## src/rtl/chunk_coordinate_scheduler.sv

```systemverilog
// Walks every (x, y) point of an N x N chunk in row-major order (x fastest),
// emitting one sign-extended coordinate pair per accepted cycle.
module chunk_coordinate_scheduler #(
  parameter int COORD_WIDTH = 32,
  parameter int SIZE_WIDTH  = 16
) (
  input  logic                   clk,
  input  logic                   rst,
  input  logic                   start,
  input  logic                   abort,
  input  logic [COORD_WIDTH-1:0] chunk_x,
  input  logic [COORD_WIDTH-1:0] chunk_y,
  input  logic [SIZE_WIDTH-1:0]  chunk_size,
  input  logic                   out_ready,
  output logic                   ce_out,
  output logic [255:0]           x_out,
  output logic [255:0]           y_out,
  output logic                   busy,
  output logic                   done
);

  typedef enum logic [1:0] {IDLE, RUN, DONE} state_t;

  state_t                 state_q, state_d;
  logic [COORD_WIDTH-1:0] base_x_q, base_x_d;
  logic [COORD_WIDTH-1:0] base_y_q, base_y_d;
  logic [SIZE_WIDTH-1:0]  size_q, size_d;
  logic [SIZE_WIDTH-1:0]  xoff_q, xoff_d;
  logic [SIZE_WIDTH-1:0]  yoff_q, yoff_d;
  logic                   ce_q, ce_d;
  logic [255:0]           x_q, x_d;
  logic [255:0]           y_q, y_d;

  logic [COORD_WIDTH:0]   sum_x, sum_y;
  logic [SIZE_WIDTH-1:0]  last_off;

  // One extra bit of headroom: origin sign-extended, offset zero-extended.
  always_comb begin
    sum_x    = {base_x_q[COORD_WIDTH-1], base_x_q} + (COORD_WIDTH+1)'(xoff_q);
    sum_y    = {base_y_q[COORD_WIDTH-1], base_y_q} + (COORD_WIDTH+1)'(yoff_q);
    last_off = size_q - SIZE_WIDTH'(1);
  end

  always_comb begin
    state_d  = state_q;
    base_x_d = base_x_q;
    base_y_d = base_y_q;
    size_d   = size_q;
    xoff_d   = xoff_q;
    yoff_d   = yoff_q;
    ce_d     = 1'b0;
    x_d      = x_q;
    y_d      = y_q;

    case (state_q)
      IDLE: begin
        if (start) begin
          base_x_d = chunk_x;
          base_y_d = chunk_y;
          size_d   = chunk_size;
          xoff_d   = '0;
          yoff_d   = '0;
          state_d  = (chunk_size != '0) ? RUN : DONE;
        end
      end
      RUN: begin
        if (abort) begin
          state_d = IDLE;
        end else if (out_ready) begin
          ce_d = 1'b1;
          x_d  = {{(256-COORD_WIDTH-1){sum_x[COORD_WIDTH]}}, sum_x};
          y_d  = {{(256-COORD_WIDTH-1){sum_y[COORD_WIDTH]}}, sum_y};
          if (xoff_q == last_off) begin
            xoff_d = '0;
            yoff_d = yoff_q + SIZE_WIDTH'(1);
            if (yoff_q == last_off) begin
              state_d = DONE;
            end
          end else begin
            xoff_d = xoff_q + SIZE_WIDTH'(1);
          end
        end
      end
      DONE: begin
        state_d = IDLE;
      end
      default: begin
        state_d = IDLE;
      end
    endcase
  end

  always_ff @(posedge clk) begin
    if (rst) begin
      state_q  <= IDLE;
      base_x_q <= '0;
      base_y_q <= '0;
      size_q   <= '0;
      xoff_q   <= '0;
      yoff_q   <= '0;
      ce_q     <= 1'b0;
      x_q      <= '0;
      y_q      <= '0;
    end else begin
      state_q  <= state_d;
      base_x_q <= base_x_d;
      base_y_q <= base_y_d;
      size_q   <= size_d;
      xoff_q   <= xoff_d;
      yoff_q   <= yoff_d;
      ce_q     <= ce_d;
      x_q      <= x_d;
      y_q      <= y_d;
    end
  end

  assign ce_out = ce_q;
  assign x_out  = x_q;
  assign y_out  = y_q;
  assign busy   = (state_q != IDLE);
  assign done   = (state_q == DONE);

endmodule

```

## config.mk

```make
export PLATFORM = sky130hd
export DESIGN_NAME = chunk_coordinate_scheduler
export DESIGN_NICKNAME = d
export VERILOG_FILES = /design/src/rtl/chunk_coordinate_scheduler.sv
export SDC_FILE = /design/constraint.sdc
export NUM_CORES = 1
export LEC_CHECK = 0
export CAP_MARGIN = 40
export CORE_AREA = 5 5 227 229
export DETAILED_ROUTE_END_ITERATION = 6
export DIE_AREA = 0 0 232 234
export PLACE_DENSITY = 0.55
export SETUP_SLACK_MARGIN = 0.4
export SYNTH_ARGS = -nofsm -noshare
export SYNTH_HDL_FRONTEND = slang
export SYNTH_SLANG_ARGS = --single-unit
```

## constraint.sdc

```tcl
create_clock -name clk -period 15 [get_ports clk]
set_input_delay 1.5 -clock clk [delete_from_list [all_inputs] [get_ports clk]]
set_output_delay 1.5 -clock clk [all_outputs]
set_load 0.03 [all_outputs]
```

==> out/summary.txt, run 1 <==
Status = complete, no violations
Placed Cells incl. Taps = 2465
Largest cells by area after synthesis = dfxtp_1, buf_4, nand2_1
Initial antenna violation count = 2
Flops & latches, synth = 181
Hold path startpoint = x_out[9]
Worst VDD drop = 0.0000756 V
Syn. warnings = 0
Area grow syn2layout = 30.3%
Slew margin rel. = 43.2%
Hold Fails Final Rpt = 0
HP Class = flop to flop
Final critical-path required period = 4.43 ns
Post-Synth Simple-Gate Area = 19.2%
Vias/cell = 4.45
Synthesized net count = 1824
Syn_area_per_cell = 7.73 µm²
Setup violators final = 0
Most common cell in the synthesized netlist = buf_4
First-pass GRT wire length = 60000 µm
Fin util = 34.7%
RR Startpoint = size_q[3]
Layout cell share with drive strength beyond 1 = 3.73%
P per Cell Area = 71.4 nW/µm²
Fin nets = 1934
Die Y = 234 µm
Pre-CTS WS = 10.09 ns
DR DRC count = 0
Post-synth EDFFs = 0
Max clock buf depth = 2
Clock buffer count from CTS = 17
GR Util met2 = 23.2%
Largest family of logic cells by synthesized area = buffers and inverters
Routed len/inst = 16.4 µm
Largest net degree at the start of global routing = 130
Arrival time worst endpoint = 4.80 ns
Final setup margin = 10.57 ns
Synth Area in Compound Gates = 14.8%
F_max = 0.226 GHz
Mux contribution to synthesized area = 0.314%
Post-route insts no fill = 2497
Worst-Skew Late Latency = 0.46 ns
Clock transition at path regs = 0.07 ns
PostCTS Resize Cnt = 0
GRT busiest layer = met2
Worst-margin pin slew = 0.853 ns
Clk sink count = 181
GR Util met3 = 3.74%
Setup TNS = 0 ns
WL final = 41100 µm
Post-CTS setup buffer count = 0
Ys async rst share = 0%
Top_reg_cell synth = dfxtp_1
First-pass iteration count of the detailed router = 5
XOR/XNOR share of the synthesized area = 5.99%
DIE AREA = 54300 µm²
DR vias = 11102
Num rows = 82
Die width = 232 µm
Synth top cells by count = buf_4, nand2_1, dfxtp_1
Synth unique cells = 68
Sequential area share after synthesis = 27.5%
Initial Util = 26.6%
Critical Path Sink Type = flop
Clock Skew = 0.0119 ns
CP Class = primary input to flop
1st-iter DRT viols = 597
Clock root buffer = clkbuf_16
Gr usage total = 13.9%
CTS Hold Bufs = 0
Critical Path Source Type = primary input
Met1 usage = 17.8%
Synthesized instance count = 1702
Period utilisation layout = 29.5%
Cell taking the most area after synthesis = dfxtp_1
# fillers = 5163
Critical Path Start = abort
Mapped Area = 13200 µm²
Core area = 49500 µm²
Ports = 600
H-tree levels = 4
Port bufs = 599
Hpwl dp = 32000 µm
Critical Path RT = 15.37 ns
Max-Cap Viols = 0
Final Max Slew Viols = 0
CTS tree = done
Top-area cell type share of the netlist area = 27.5%
Vias in the first global route = 10349
Worst Path Max Fanout = 51
Lkg Pwr = 6.04 nW
ANT nets after route = 0
Post-Synth Adder-Cell Area = 3.63%
Routability cong. = 0.864
RSZ-0062 raised after global routing = no
Global route overflow = 0
[layout make-up]
type / instances / area (µm²) / area share [%]
diodes: 1 / 2.50 / 0.0146
clock buffers: 20 / 447 / 2.60
clock inverters: 11 / 140 / 0.817
inverters: 26 / 97.6 / 0.569
multi-input cells: 973 / 5800 / 33.8
flip-flops and latches: 181 / 3630 / 21.2
well taps: 672 / 841 / 4.90
repair buffers: 613 / 6190 / 36.1
[sequential cells by signal, summed over array words and instances (netlist names)]
register / flops
base_y_q: 32
size_q: 16
yoff_q: 16
state_q: 2
ce_out: 1
base_x_q: 32
x_out: 33
xoff_q: 16
y_out: 33
[power breakdown]
| group | leakage [nW] | internal (mW) | switching [mW] |
|---|---|---|---|
| Clock | 0.285 | 0.254 | 0.205 |
| Combinational | 4.28 | 0.100 | 0.141 |
| Sequential | 1.47 | 0.501 | 0.0252 |
[metal layers]
metal | up-vias | wire length (µm) | part of all wire, %
li1 | 5562 | - | -
met1 | 5090 | 18100 | 44
met2 | 401 | 19400 | 47
met3 | 47 | 2890 | 7.0
met4 | 2 | 705 | 1.7
met5 | - | 7 | 0.017
[critical path, stage by stage]
cell and delay [ns]:
clkdlybuf4s50_1 0.48, nand3b_1 0.27, a21o_1 0.35, nor2_4 0.62
buf_4 0.61, a21oi_2 0.27, or4_1 0.53, a21oi_1 0.15
[layout by cell type (no fill, tap or decap), types with 5 or more instances in the layout]
| cell type | Yosys | final |
|---|---|---|
| o31ai_1 | 5 | 5 |
| or4_1 | 13 | 13 |
| nor2_1 | 68 | 66 |
| nand2_1 | 258 | 257 |
| a31oi_1 | 23 | 23 |
| inv_6 | 0 | 6 |
| a211oi_1 | 37 | 37 |
| xor2_1 | 38 | 38 |
| clkbuf_16 | 0 | 17 |
| nor3_1 | 18 | 18 |
| inv_1 | 26 | 26 |
| and4_1 | 8 | 8 |
| clkdlybuf4s50_1 | 0 | 598 |
| buf_4 | 447 | 8 |
| dfxtp_1 | 181 | 179 |
| o21ai_0 | 22 | 22 |
| a21o_1 | 18 | 18 |
| o21ai_1 | 6 | 6 |
| nand4_1 | 24 | 24 |
| or3_1 | 11 | 11 |
| nor4_1 | 11 | 11 |
| o21a_1 | 8 | 8 |
| a21oi_1 | 157 | 157 |
| nor4b_1 | 5 | 5 |
| nand2b_1 | 13 | 13 |
| ha_1 | 35 | 35 |
| xnor2_1 | 52 | 52 |
| and3_1 | 21 | 21 |
| nor2b_1 | 9 | 9 |
| o211ai_1 | 9 | 9 |
| nand3_1 | 41 | 41 |
[logic make-up after synthesis]
group	Yosys count
buffers and inverters	548
AND/OR/NAND/NOR	523
AO/OA/AOI/OAI	319
flip-flops	181
XOR/XNOR	90
adder cells (fa/ha/maj)	37
multiplexers	4
[metrics by stage]
stage                     total power, mW  hold slack (ns)  cell area (µm²)
after global placement              0.775            0.446            16400
after global routing                 1.29            0.474            17100
after floorplan                     0.701            0.441            13200
after detailed placement            0.780            0.446            16600
after CTS                            1.24            0.456            17100
final                                1.23            0.453            17100
[final timing paths]
path | endpoint | slack (ns) | cells past startpoint
worst max-delay path | yoff_q[5] | 10.57 | 8
worst min-delay path | x_out[9] | 0.45 | 2
worst min register to register | x_out[9] | 0.45 | 2
worst max register to register | yoff_q[5] | 11.45 | 8
Note: power is estimated with default switching activity, not from simulation.
==> run 2: changes to the inputs <==
- CORE_AREA: 5 5 227 229 -> 5 5 228 230
- DIE_AREA: 0 0 232 234 -> 0 0 233 235
- clock period: 15 -> 4.13 ns (I/O delays scaled with it)
==> out/summary.txt, run 2 (synthesis gave the netlist of run 1 again) <==
Most frequent cells in the layout = clkdlybuf4s50_1, nand2_1, dfxtp_1
Vias in the first global route = 10272
H-tree levels = 4
PostCTS Resize Cnt = 0
Die Y = 235 µm
RSZ-0062 raised after global routing = no
Vias/cell = 4.44
Post-placement cell area = 16500 µm²
Lkg Pwr = 6.01 nW
Hpwl dp = 32500 µm
Comb pwr share = 20.1%
Hold WS = 0.457 ns
Period utilisation layout = 81.7%
Critical Path Source Type = flop
Max stage delay on crit path = 0.67 ns
Die width = 233 µm
Hold path startpoint = y_out[14]
Core area = 49700 µm²
CTS Hold Bufs = 0
CTS tree = done
Arrival time worst endpoint = 3.74 ns
Critical Path Sink Type = flop
Clock root buffer = clkbuf_16
RR Startpoint = size_q[3]
Max-Cap Viols = 0
Initial Util = 26.5%
Worst-margin pin slew = 0.923 ns
ANT nets after route = 0
Gr usage total = 14.1%
CP Class = flop to flop
Clock buffer count from CTS = 17
Slew margin rel. = 38.5%
Ports = 600
WP buf/inv = 0
Worst-Skew Late Latency = 0.45 ns
CP top delay family = simple AND/OR/NAND/NOR gates
RR Endpoint = yoff_q[6]
Placed Cells incl. Taps = 2466
DR vias = 11097
Routability cong. = 0.869
Layout cell share with drive strength beyond 1 = 3.94%
Fin nets = 1935
Hold Fails Final Rpt = 0
Final Max Slew Viols = 0
Area grow syn2layout = 29.8%
DIE AREA = 54800 µm²
Routed len/inst = 16.7 µm
First-pass GRT wire length = 61600 µm
Share of power burned in registers = 43.6%
Worst path slowest cell = nor4_4
Hold worst-path end = y_out[14]
Critical Path, Cell by Cell = nor4_4, nand4_1, mux2_2, a2111oi_2, and4b_4, a21oi_2, or4_1, a21oi_1
Initial antenna violation count = 3
Clock Skew = 0.0114 ns
First-pass iteration count of the detailed router = 4
Post-route insts no fill = 2499
Clock transition at path regs = 0.08 ns
Global route overflow = 0
Commonest non-fill, non-tap cell in the layout = clkdlybuf4s50_1
Worst Reg2Reg Path Length in Cells = 8
F_max = 0.297 GHz
Total power = 4.37 mW
Max clock buf depth = 2
Internal = 3.00 mW
Clock power frac = 36.3%
Worst VDD drop = 0.000277 V
DR DRC count = 0
P_sw = 1.37 mW
FF-to-FF setup slack = 0.76 ns
P per Cell Area = 256 nW/µm²
Critical Path RT = 4.50 ns
Largest net degree at the start of global routing = 226
Worst Hold Depth = 2
Setup TNS = 0 ns
Port bufs = 599
Num rows = 82
WL final = 41800 µm
Final critical-path required period = 3.37 ns
Post-CTS setup buffer count = 0
HP Class = flop to flop
Finished Cell Area = 17100 µm²
Status = complete, no violations
Clk sink count = 181
Worst Path Max Fanout = 19
Switch share = 31.3%
1st-iter DRT viols = 529
Setup violators final = 0
## run 2: per-layer routing
layer  GRT usage (%)  part of all wire (%)  routed length (µm)
met5               0                 0.050                  21
met4            3.58                   1.6                 674
met3            4.54                   8.8                3680
met2            23.7                    47               19500
met1            17.5                    43               17900
## run 2: worst max-delay path by stage
stage | start | to | slack, ns | cells past startpoint
4_1_cts | size_q[3] | yoff_q[6] | 0.76 | 8
2_1_floorplan | x_out[32] | x_out[100] | 0.97 | 1
5_1_grt | yoff_q[2] | y_out[27] | 0.52 | 8
3_3_place_gp | size_q[3] | xoff_q[5] | 0.87 | 9
6_report | size_q[3] | yoff_q[6] | 0.76 | 8
3_5_place_dp | size_q[3] | xoff_q[5] | 0.79 | 9
## run 2: power groups by stage
| stage | Sequential, mW | Combinational [mW] | Clock, mW |
|---|---|---|---|
| after floorplan | 1.95 | 0.588 | 0 |
| after detailed placement | 1.95 | 0.887 | 0 |
| after global routing | 1.92 | 0.956 | 1.71 |
| after CTS | 1.91 | 0.891 | 1.64 |
| final | 1.91 | 0.878 | 1.59 |
| after global placement | 1.95 | 0.881 | 0 |
## run 2: layout make-up
class | count | area, µm²
antenna | 1 | 2.50
clock buffer | 19 | 453
timing repair buffer | 614 | 6150
multi-input combinational | 973 | 5800
clock inverter | 13 | 113
fill | 5186 | 32600
inverter | 26 | 97.6
sequential | 181 | 3630
tap | 672 | 841
## run 2: worst min-delay path: stages (launching register included)
cell,delay [ns]
dfxtp_1,0.31
nand2_1,0.05
a21oi_1,0.05
## run 2: through the flow
stage          worst slack (ns)  utilization, %
2_1_floorplan             0.968               -
3_3_place_gp              0.869            33.2
3_5_place_dp              0.788            33.3
4_1_cts                   0.763            34.4
5_1_grt                   0.521            34.4
6_report                  0.758            34.4
